$ cat config.mk
export PLATFORM = sky130hd
export DESIGN_NAME = px16_line_framer_flat
export DESIGN_NICKNAME = d
export VERILOG_FILES = /design/src/rtl/px16_line_framer_if.sv /design/src/rtl/px16_line_framer.sv /design/src/flat_wrapper.sv
export SDC_FILE = /design/constraint.sdc
export NUM_CORES = 1
export LEC_CHECK = 0
export CAP_MARGIN = 20
export CORE_MARGIN = 8
export CORE_UTILIZATION = 35
export DETAILED_ROUTE_END_ITERATION = 10
export PLACE_DENSITY = 0.65
export SLEW_MARGIN = 0
export SYNTH_ARGS = -nofsm -noshare
export SYNTH_HDL_FRONTEND = slang
export SYNTH_SLANG_ARGS = --single-unit
$ cat constraint.sdc
create_clock -name clk -period 2.1 [get_ports clk]
set_input_delay 0.315 -clock clk [delete_from_list [all_inputs] [get_ports clk]]
set_output_delay 0.315 -clock clk [all_outputs]
set_load 0.005 [all_outputs]
$ cat src/rtl/px16_line_framer_if.sv
// Pixel stream bundle around the line framer: s_* is the incoming 16-bit stream,
// m_* the regenerated line-marked stream. "slave" is the framer's view, "master" the environment's.
interface px16_line_framer_if;
  logic [15:0] s_data_i;
  logic        s_sof;
  logic        s_eof;
  logic        s_vld_i;
  logic        s_rdy_o;
  logic [15:0] m_data_o;
  logic        m_sof;
  logic        m_eof;
  logic        m_sol;
  logic        m_eol;
  logic        m_vld_o;
  logic        m_rdy_i;

  modport slave (
    input  s_data_i, s_sof, s_eof, s_vld_i, m_rdy_i,
    output s_rdy_o, m_data_o, m_sof, m_eof, m_sol, m_eol, m_vld_o
  );

  modport master (
    output s_data_i, s_sof, s_eof, s_vld_i, m_rdy_i,
    input  s_rdy_o, m_data_o, m_sof, m_eof, m_sol, m_eol, m_vld_o
  );
endinterface

$ cat src/rtl/px16_line_framer.sv
// Enforces a fixed H_ACTIVE x V_ACTIVE geometry on a sof/eof pixel stream, regenerates
// frame and line markers, flags malformed frames and buffers the result in a small FIFO.
module px16_line_framer #(
  parameter int H_ACTIVE   = 640,
  parameter int V_ACTIVE   = 400,
  parameter int FIFO_DEPTH = 4
) (
  input  logic                 clk,
  input  logic                 rst,
  px16_line_framer_if.slave    bus,
  output logic                 frame_done,
  output logic                 err_short,
  output logic                 err_long,
  output logic [15:0]          drop_cnt
);

  localparam int XW = (H_ACTIVE > 1) ? $clog2(H_ACTIVE) : 1;
  localparam int YW = (V_ACTIVE > 1) ? $clog2(V_ACTIVE) : 1;
  localparam int AW = $clog2(FIFO_DEPTH);
  localparam int CW = AW + 1;
  localparam logic [XW-1:0] X_LAST  = XW'(H_ACTIVE - 1);
  localparam logic [YW-1:0] Y_LAST  = YW'(V_ACTIVE - 1);
  localparam logic [CW-1:0] DEPTH_C = CW'(FIFO_DEPTH);

  typedef enum logic [1:0] {IDLE, ACTIVE, FLUSH} state_t;

  typedef struct packed {
    logic [15:0] data;
    logic        sof;
    logic        eof;
    logic        sol;
    logic        eol;
  } entry_t;

  state_t          state, state_nxt;
  logic [XW-1:0]   x;
  logic [YW-1:0]   y;
  entry_t          mem [FIFO_DEPTH];
  entry_t          head;
  entry_t          push_ent;
  logic [AW-1:0]   wr_ptr, rd_ptr;
  logic [CW-1:0]   count;
  logic            full, empty, acc, pop, last_px, starts_frame;
  logic            push, drop, pos_clr, pos_start, pos_adv;
  logic            done_set, short_set, long_set;

  assign full         = (count == DEPTH_C);
  assign empty        = (count == '0);
  assign bus.s_rdy_o  = !rst && !full;
  assign acc          = bus.s_vld_i && bus.s_rdy_o;
  assign pop          = !empty && bus.m_rdy_i;
  assign last_px      = (x == X_LAST) && (y == Y_LAST);
  // A sof beat opens a frame from any state, except a sof+eof beat while flushing, which only ends the flush.
  assign starts_frame = bus.s_sof && ((state != FLUSH) || !bus.s_eof);

  always_ff @(posedge clk) begin
    if (rst) state <= IDLE;
    else     state <= state_nxt;
  end

  always_comb begin
    state_nxt = state;
    if (acc) begin
      if (starts_frame) begin
        state_nxt = bus.s_eof ? IDLE : ACTIVE;
      end else begin
        unique case (state)
          ACTIVE: begin
            if (last_px)        state_nxt = bus.s_eof ? IDLE : FLUSH;
            else if (bus.s_eof) state_nxt = IDLE;
          end
          FLUSH:   if (bus.s_eof) state_nxt = IDLE;
          default: state_nxt = state;
        endcase
      end
    end
  end

  always_comb begin
    push      = 1'b0;
    drop      = 1'b0;
    pos_clr   = 1'b0;
    pos_start = 1'b0;
    pos_adv   = 1'b0;
    done_set  = 1'b0;
    short_set = 1'b0;
    long_set  = 1'b0;
    push_ent      = '0;
    push_ent.data = bus.s_data_i;
    if (acc) begin
      if (starts_frame) begin
        push          = 1'b1;
        push_ent.sof  = 1'b1;
        push_ent.sol  = 1'b1;
        push_ent.eof  = bus.s_eof;
        push_ent.eol  = bus.s_eof;
        short_set     = (state == ACTIVE) || bus.s_eof;
        done_set      = bus.s_eof;
        pos_clr       = bus.s_eof;
        pos_start     = !bus.s_eof;
      end else if (state == ACTIVE) begin
        push          = 1'b1;
        push_ent.sof  = (x == '0) && (y == '0);
        push_ent.sol  = (x == '0);
        push_ent.eof  = last_px || bus.s_eof;
        push_ent.eol  = (x == X_LAST) || bus.s_eof;
        done_set      = last_px || bus.s_eof;
        short_set     = !last_px && bus.s_eof;
        long_set      = last_px && !bus.s_eof;
        pos_clr       = last_px || bus.s_eof;
        pos_adv       = !(last_px || bus.s_eof);
      end else begin
        drop = 1'b1;
      end
    end
  end

  // The first pixel of a frame is pushed at (0,0), so the counter resumes at x=1.
  always_ff @(posedge clk) begin
    if (rst || pos_clr) begin
      x <= '0;
      y <= '0;
    end else if (pos_start) begin
      x <= XW'(1);
      y <= '0;
    end else if (pos_adv) begin
      if (x == X_LAST) begin
        x <= '0;
        y <= y + 1'b1;
      end else begin
        x <= x + 1'b1;
      end
    end
  end

  always_ff @(posedge clk) begin
    if (push) mem[wr_ptr] <= push_ent;
  end

  always_ff @(posedge clk) begin
    if (rst) begin
      wr_ptr <= '0;
      rd_ptr <= '0;
      count  <= '0;
    end else begin
      if (push) wr_ptr <= wr_ptr + 1'b1;
      if (pop)  rd_ptr <= rd_ptr + 1'b1;
      case ({push, pop})
        2'b10:   count <= count + 1'b1;
        2'b01:   count <= count - 1'b1;
        default: count <= count;
      endcase
    end
  end

  always_ff @(posedge clk) begin
    if (rst) begin
      frame_done <= 1'b0;
      err_short  <= 1'b0;
      err_long   <= 1'b0;
      drop_cnt   <= '0;
    end else begin
      frame_done <= done_set;
      err_short  <= short_set;
      err_long   <= long_set;
      if (drop && (drop_cnt != 16'hFFFF)) drop_cnt <= drop_cnt + 1'b1;
    end
  end

  // Outputs read as zero whenever the FIFO is empty so stale storage never leaks out.
  assign head         = mem[rd_ptr];
  assign bus.m_vld_o  = !empty;
  assign bus.m_data_o = empty ? 16'h0000 : head.data;
  assign bus.m_sof    = !empty && head.sof;
  assign bus.m_eof    = !empty && head.eof;
  assign bus.m_sol    = !empty && head.sol;
  assign bus.m_eol    = !empty && head.eol;

endmodule

$ cat src/flat_wrapper.sv
// flat-port wrapper written by rule: the top's interface ports become plain ports
module px16_line_framer_flat 
#(
  parameter int H_ACTIVE   = 640,
  parameter int V_ACTIVE   = 400,
  parameter int FIFO_DEPTH = 4
)
  (clk, rst, frame_done, err_short, err_long, drop_cnt, bus_s_data_i, bus_s_sof, bus_s_eof, bus_s_vld_i, bus_m_rdy_i, bus_s_rdy_o, bus_m_data_o, bus_m_sof, bus_m_eof, bus_m_sol, bus_m_eol, bus_m_vld_o);
  px16_line_framer_if bus_i ();
  input  logic clk;
  input  logic rst;
  output logic frame_done;
  output logic err_short;
  output logic err_long;
  output logic [15:0] drop_cnt;
  input wire logic [$bits(bus_i.s_data_i)-1:0] bus_s_data_i;
  input wire logic [$bits(bus_i.s_sof)-1:0] bus_s_sof;
  input wire logic [$bits(bus_i.s_eof)-1:0] bus_s_eof;
  input wire logic [$bits(bus_i.s_vld_i)-1:0] bus_s_vld_i;
  input wire logic [$bits(bus_i.m_rdy_i)-1:0] bus_m_rdy_i;
  output wire logic [$bits(bus_i.s_rdy_o)-1:0] bus_s_rdy_o;
  output wire logic [$bits(bus_i.m_data_o)-1:0] bus_m_data_o;
  output wire logic [$bits(bus_i.m_sof)-1:0] bus_m_sof;
  output wire logic [$bits(bus_i.m_eof)-1:0] bus_m_eof;
  output wire logic [$bits(bus_i.m_sol)-1:0] bus_m_sol;
  output wire logic [$bits(bus_i.m_eol)-1:0] bus_m_eol;
  output wire logic [$bits(bus_i.m_vld_o)-1:0] bus_m_vld_o;
  assign bus_i.s_data_i = bus_s_data_i;
  assign bus_i.s_sof = bus_s_sof;
  assign bus_i.s_eof = bus_s_eof;
  assign bus_i.s_vld_i = bus_s_vld_i;
  assign bus_i.m_rdy_i = bus_m_rdy_i;
  assign bus_s_rdy_o = bus_i.s_rdy_o;
  assign bus_m_data_o = bus_i.m_data_o;
  assign bus_m_sof = bus_i.m_sof;
  assign bus_m_eof = bus_i.m_eof;
  assign bus_m_sol = bus_i.m_sol;
  assign bus_m_eol = bus_i.m_eol;
  assign bus_m_vld_o = bus_i.m_vld_o;
  px16_line_framer #(.H_ACTIVE(H_ACTIVE), .V_ACTIVE(V_ACTIVE), .FIFO_DEPTH(FIFO_DEPTH)) u_core (.clk(clk), .rst(rst), .bus(bus_i), .frame_done(frame_done), .err_short(err_short), .err_long(err_long), .drop_cnt(drop_cnt));
endmodule
* Word-level counts from Yosys, hierarchy flattened
Memories as Yosys holds them, arrays and structs flattened. A register that Yosys moved wholly into a read port is not among the register bits.
Index checks and enable logic that the tools add are counted.
** Storage, ports and cells
- Bits in writable memories :: 80
- Flip-flop bits (word level) :: 47
- Memories kept :: 1
** Cells by class
- Reductions and logical operators :: 35
- Add/sub/neg operators :: 7
- Bitwise logic cells :: 2
- Muxes and demuxes :: 34
- Eq/ne operators :: 9
** Memory list
- u_core.mem :: depth 4, bits a word 20, read ports 1, clocked after memory_dff 1, wr ports 1, RTL line px16_line_framer.sv:38 : entry_t mem [FIFO_DEPTH];
** Operators with widths (count)
- two-way mux 1 bit :: 21
- adder 16 x 1 -> 16 bit (second input constant) :: 1
- two-way mux 16 bit :: 1
- != test 16 bit (second input constant) :: 1
- logical AND 1 bit :: 13
- two-way mux 2 bit :: 6
- two-way mux 4 bit :: 3
- adder 10 x 1 -> 10 bit (second input constant) :: 1
- equality test 10 bit (second input constant) :: 1
- zero test 10 bit :: 1
- two-way mux 10 bit :: 1
- adder 9 x 1 -> 9 bit (second input constant) :: 1
- equality test 9 bit (second input constant) :: 1
- zero test 9 bit :: 1
- zero test 1 bit :: 6
- one-hot mux 3 bit (2 select lines) :: 1
- logical OR 1 bit :: 5
- adder 2 x 1 -> 2 bit (second input constant) :: 2
- equality test 2 x 1 -> 1 bit (second input constant) :: 2
- equality test 2 bit (second input constant) :: 2
- one-hot mux 2 bit (2 select lines) :: 1
- AND reduction 2 bit :: 2
- nonzero test 2 bit :: 2
- OR reduction 2 bit :: 2
- 8 further kinds :: 9

* Logic depth before layout (Yosys ltp)
- Depth in word-level cells :: 9
- Depth in mapped cells :: 11
- Mapped depth without buffers :: 11

* Worst setup path after synthesis
Ideal clock, no wire load.
- Kind :: reg2reg
- From :: register u_core.state[0]
- To :: register u_core.count[2]
- Data arrival time :: 2271 ps
- Stages on the path, launching flop included :: 12
- Data required time :: 2029 ps
- Path slack :: -241 ps
- Setup time :: 71 ps
- Cell sequence :: dfxtp_1 -> inv_1 -> ha_1 -> a21bo_4 -> a211oi_4 -> inv_1 -> ha_1 -> inv_1 -> fa_1 -> xor2_1 -> or3_1 -> a21oi_1
** On the way
- Word-level cells in the longest chain between the ends :: 7
- Elaborated cells between the ends (all ways) :: 11
** RTL lines
- start: declaration :: RTL line px16_line_framer.sv:35 : state_t state, state_nxt;
- start signal: assignment :: RTL line px16_line_framer.sv:58 : else state <= state_nxt;
- != test 2 bit :: RTL line px16_line_framer.sv:54 : assign starts_frame = bus.s_sof && ((state != FLUSH) || !bus.s_eof);
- logical OR 1 bit :: RTL line px16_line_framer.sv:54
- logical AND 1 bit :: RTL line px16_line_framer.sv:54
- two-way mux 1 bit * :: RTL line px16_line_framer.sv:91 : if (starts_frame) begin
- two-way mux 1 bit * :: RTL line px16_line_framer.sv:90 : if (acc) begin
- equality test 2 x 1 -> 1 bit or equality test 2 bit (tied branches) :: RTL line px16_line_framer.sv:148 : case ({push, pop})
- one-hot mux 3 bit (2 select lines) or nonzero test 2 bit (tied branches)
- end signal: assignment :: RTL line px16_line_framer.sv:149 : 2'b10: count <= count + 1'b1;
- end signal: assignment :: RTL line px16_line_framer.sv:150 : 2'b01: count <= count - 1'b1;
- end signal: assignment :: RTL line px16_line_framer.sv:151 : default: count <= count;
- end: declaration :: RTL line px16_line_framer.sv:42 : logic [CW-1:0] count;
Mark *: on every way between the ends. The rest lies on a longest branch, timed or not.
A chain may end at the register's enable or synchronous reset.

==> impl_metrics.tcl <==
set metrics [dict create \
    nFillCells 1426 \
    die_area_mm2 0.02064 \
    diodes 0 \
    cts_made_buffers 17 \
    port_buffers 62 \
    avgRoutedWirePerCell_um 16.18 \
    rows 46 \
    cts_tree "yes" \
    power_leakage_nw 2.626 \
    vias_per_cell 5.020 \
    ctsLongestPathBuffers 2 \
    synthesis.nets 462 \
    grt_usage_pct 12.62 \
    max_freq_ghz 0.4675 \
    ctsRootBufferMaster "clkbuf_16" \
    area_delta_synth_final_pct 33.83 \
    required_ns 1.78 \
    holdWs_ns 0.5028 \
    clkSinkCount 129 \
    synthTopCellsByCount "edfxtp_1 (80), dfxtp_1 (49), nor2_1 (39), and2_1 (27)" \
    final_max_slew_viol_count 0 \
    grt_max_degree 22 \
    tns_ns -0.2694 \
    worstSetupStartpointType "register" \
    dp.final_hpwl_um 8271 \
    worstPathMaxFanout 5 \
    yosysTopAreaCellShare_pct 42.12 \
    status "finished, violations left" \
    slowest_stage "mux4_2" \
    fin_worst_skew_ns 0.01036 \
    grt_pass1_wl_um 19980 \
    gp_congestion 0.8271 \
    rsz0062_at_grt "yes" \
    htreeDepth 4 \
    dr.pass1.iters 4 \
    setup_viol 11 \
    hold_buffers 0 \
    met1_usage_pct 14.55 \
    power.density_mw_per_mm2 942.1 \
    worstPathArrival_ns 1.82 \
    drive_above_1_share_pct 29.95 \
    violations "negative setup slack" \
    maxCapViolCount 0 \
    synthArstFlopShare_pct 0 \
    synth_ff_type "edfxtp_1" \
    synth_seq_area_share_pct 59.32 \
    maxSlewHeadroom_pct 67.36 \
    io_pins 63 \
    die_h_um 143.7 \
    yosys_warnings 0 \
    ys_top_cells_by_area "edfxtp_1 (42%), dfxtp_1 (17%), mux4_2 (7.9%)" \
    worstSetupPathType "register to output pin" \
    crit_buf_inv 3 \
    use_met3_pct 4.214 \
    cp_cell_sequence "buf_6 > buf_16 > mux4_2 > and2_1 > buf_2" \
    post-route-period-util_pct 101.8 \
    groute.layer.met2.usage_pct 21.17 \
    layout_min_cycle_time_ns 2.139 \
    clock_latency_ns 0.42 \
    initial_core_util_pct 35.90 \
    busiest_layer "met2" \
    synth_enable_flop_cells 80 \
    crit_family "multiplexers" \
    stdcell_count 767 \
    synth_cell_types 62 \
    path_clk_slew_ns 0.05 \
    via_count 3850 \
    worstHoldPathType "register to register" \
    overflow 0 \
    cp-end-kind "output pin" \
    drt-initial-drc-count 187 \
    ir_worst_vdd_mv 0.6667 \
    post-synth-top-count-cell "edfxtp_1" \
    hold_viol 0 \
    drc 0 \
    netlist_instances 427 \
    ant_nets 0 \
    cp_slowest_stage_delay_ns 0.49 \
    drt-total-wl_um 12410 \
    dp_cells 731 \
    synth_top_area_cell "edfxtp_1" \
    setup_ws_ns -0.03884 \
    avgSynthCellArea_um2 13.36 \
    ys_ff_latch 129 \
    fp.dieW_um 143.7 \
    tightest_slew_ns 0.4860 \
    final_net_count 573 \
    regArea_mm2 0.003393 \
    finalCoreUtilization_pct 48.05 \
    core_mm2 0.01589 \
    synth_area_mm2 0.005703 \
    multiInputGateArea_mm2 0.002268 \
    grt_pass1_vias 4037 \
    antenna_found_initial 0 \
]
## routing by layer
metal	up-vias	share of wire [%]	wire length, um
met5	-	0	0
met4	0	1.1	136
met3	13	5.9	732
met2	104	49	6123
met1	1888	44	5421
li1	1845	-	-
## cell families after synthesis
group,Yosys count,share of synthesized area [%]
and+or+nand+nor,158,16.76
buffers and inverters,30,2.392
AOI/OAI and AO/OA,52,6.670
adders and majority gates,13,2.984
DFF,129,59.32
xor gates and xnor gates,20,3.072
muxes,25,8.798
## state kept, by name (all words and copies together), names as in the netlist, named ones only
signal / count
u_core.mem: 80
u_core.drop_cnt: 16
u_core.x: 10
u_core.y: 9
u_core.count: 3
u_core.rd_ptr: 2
u_core.state: 2
u_core.wr_ptr: 2
u_core.err_long: 1
u_core.err_short: 1
u_core.frame_done: 1
## final cells by class
type | instances | area share, %
clock buffers | 19 | 5.672
clock inverters | 13 | 1.787
inverters | 16 | 0.7869
multi-input cells | 268 | 29.72
flip-flops and latches | 129 | 44.46
well taps | 216 | 3.541
repair buffers | 106 | 14.03
## worst register-to-register path, cell delays in order, from the launching register on
cell      delay, ns
dfxtp_2        0.33
inv_2          0.05
ha_4           0.17
a21bo_4        0.22
a211oi_4       0.21
inv_2          0.08
ha_4           0.16
inv_2          0.05
fa_2           0.19
xor2_1         0.07
or3_1          0.33
a21oi_2        0.13
## stage by stage
stage / power, mW / worst slack (ns) / area, um^2
after floorplan: 3.504 / -0.02973 / 5732
after global placement: 4.150 / -0.2125 / 6934
after detailed placement: 4.182 / -0.3027 / 6934
after CTS: 7.287 / -0.05321 / 7631
after global routing: 7.492 / -0.09262 / 7632
final: 7.190 / -0.03884 / 7632
## cell usage in the layout (no fill, tap or decap), types with 6 or more instances in the layout
master,count
mux4_2,20
and2_1,14
nand2_1,14
edfxtp_1,80
nor2_1,37
clkbuf_16,17
inv_1,12
clkdlybuf4s50_1,41
nor3_1,7
xnor2_1,15
dfxtp_1,43
nand3_1,17
buf_2,8
ha_1,10
buf_4,32
a311oi_1,6
a21oi_1,19
or3_1,6
buf_12,7
buf_6,14
and2_4,13
nor4_1,7
## worst paths after layout
check                                                   from                           end  slack, ns  depth (start not counted)
worst min register to register  u_core.state[0]$_SDFFE_PP0P_  u_core.state[0]$_SDFFE_PP0P_       0.50                          2
worst min-delay path            u_core.state[0]$_SDFFE_PP0P_  u_core.state[0]$_SDFFE_PP0P_       0.50                          2
worst max-delay path                                register               bus_m_data_o[1]      -0.04                          5
worst max register to register  u_core.state[0]$_SDFFE_PP0P_  u_core.count[2]$_SDFFE_PP0P_       0.04                         11
## power breakdown
group | internal, mW | switching [mW] | leakage, nW
combinational | 0.940 | 0.613 | 1.23
sequential | 2.76 | 0.0607 | 1.12
clock | 1.74 | 1.07 | 0.274
## what timing repair did
item | 4_1_cts | 5_1_grt
setup buffers | 3 | 0
pin swaps | 20 | 0
setup endpoints to repair | 23 | 24
resized for setup | 111 | 15
cloned | 3 | 0
Power figures use the tool's default switching activity.
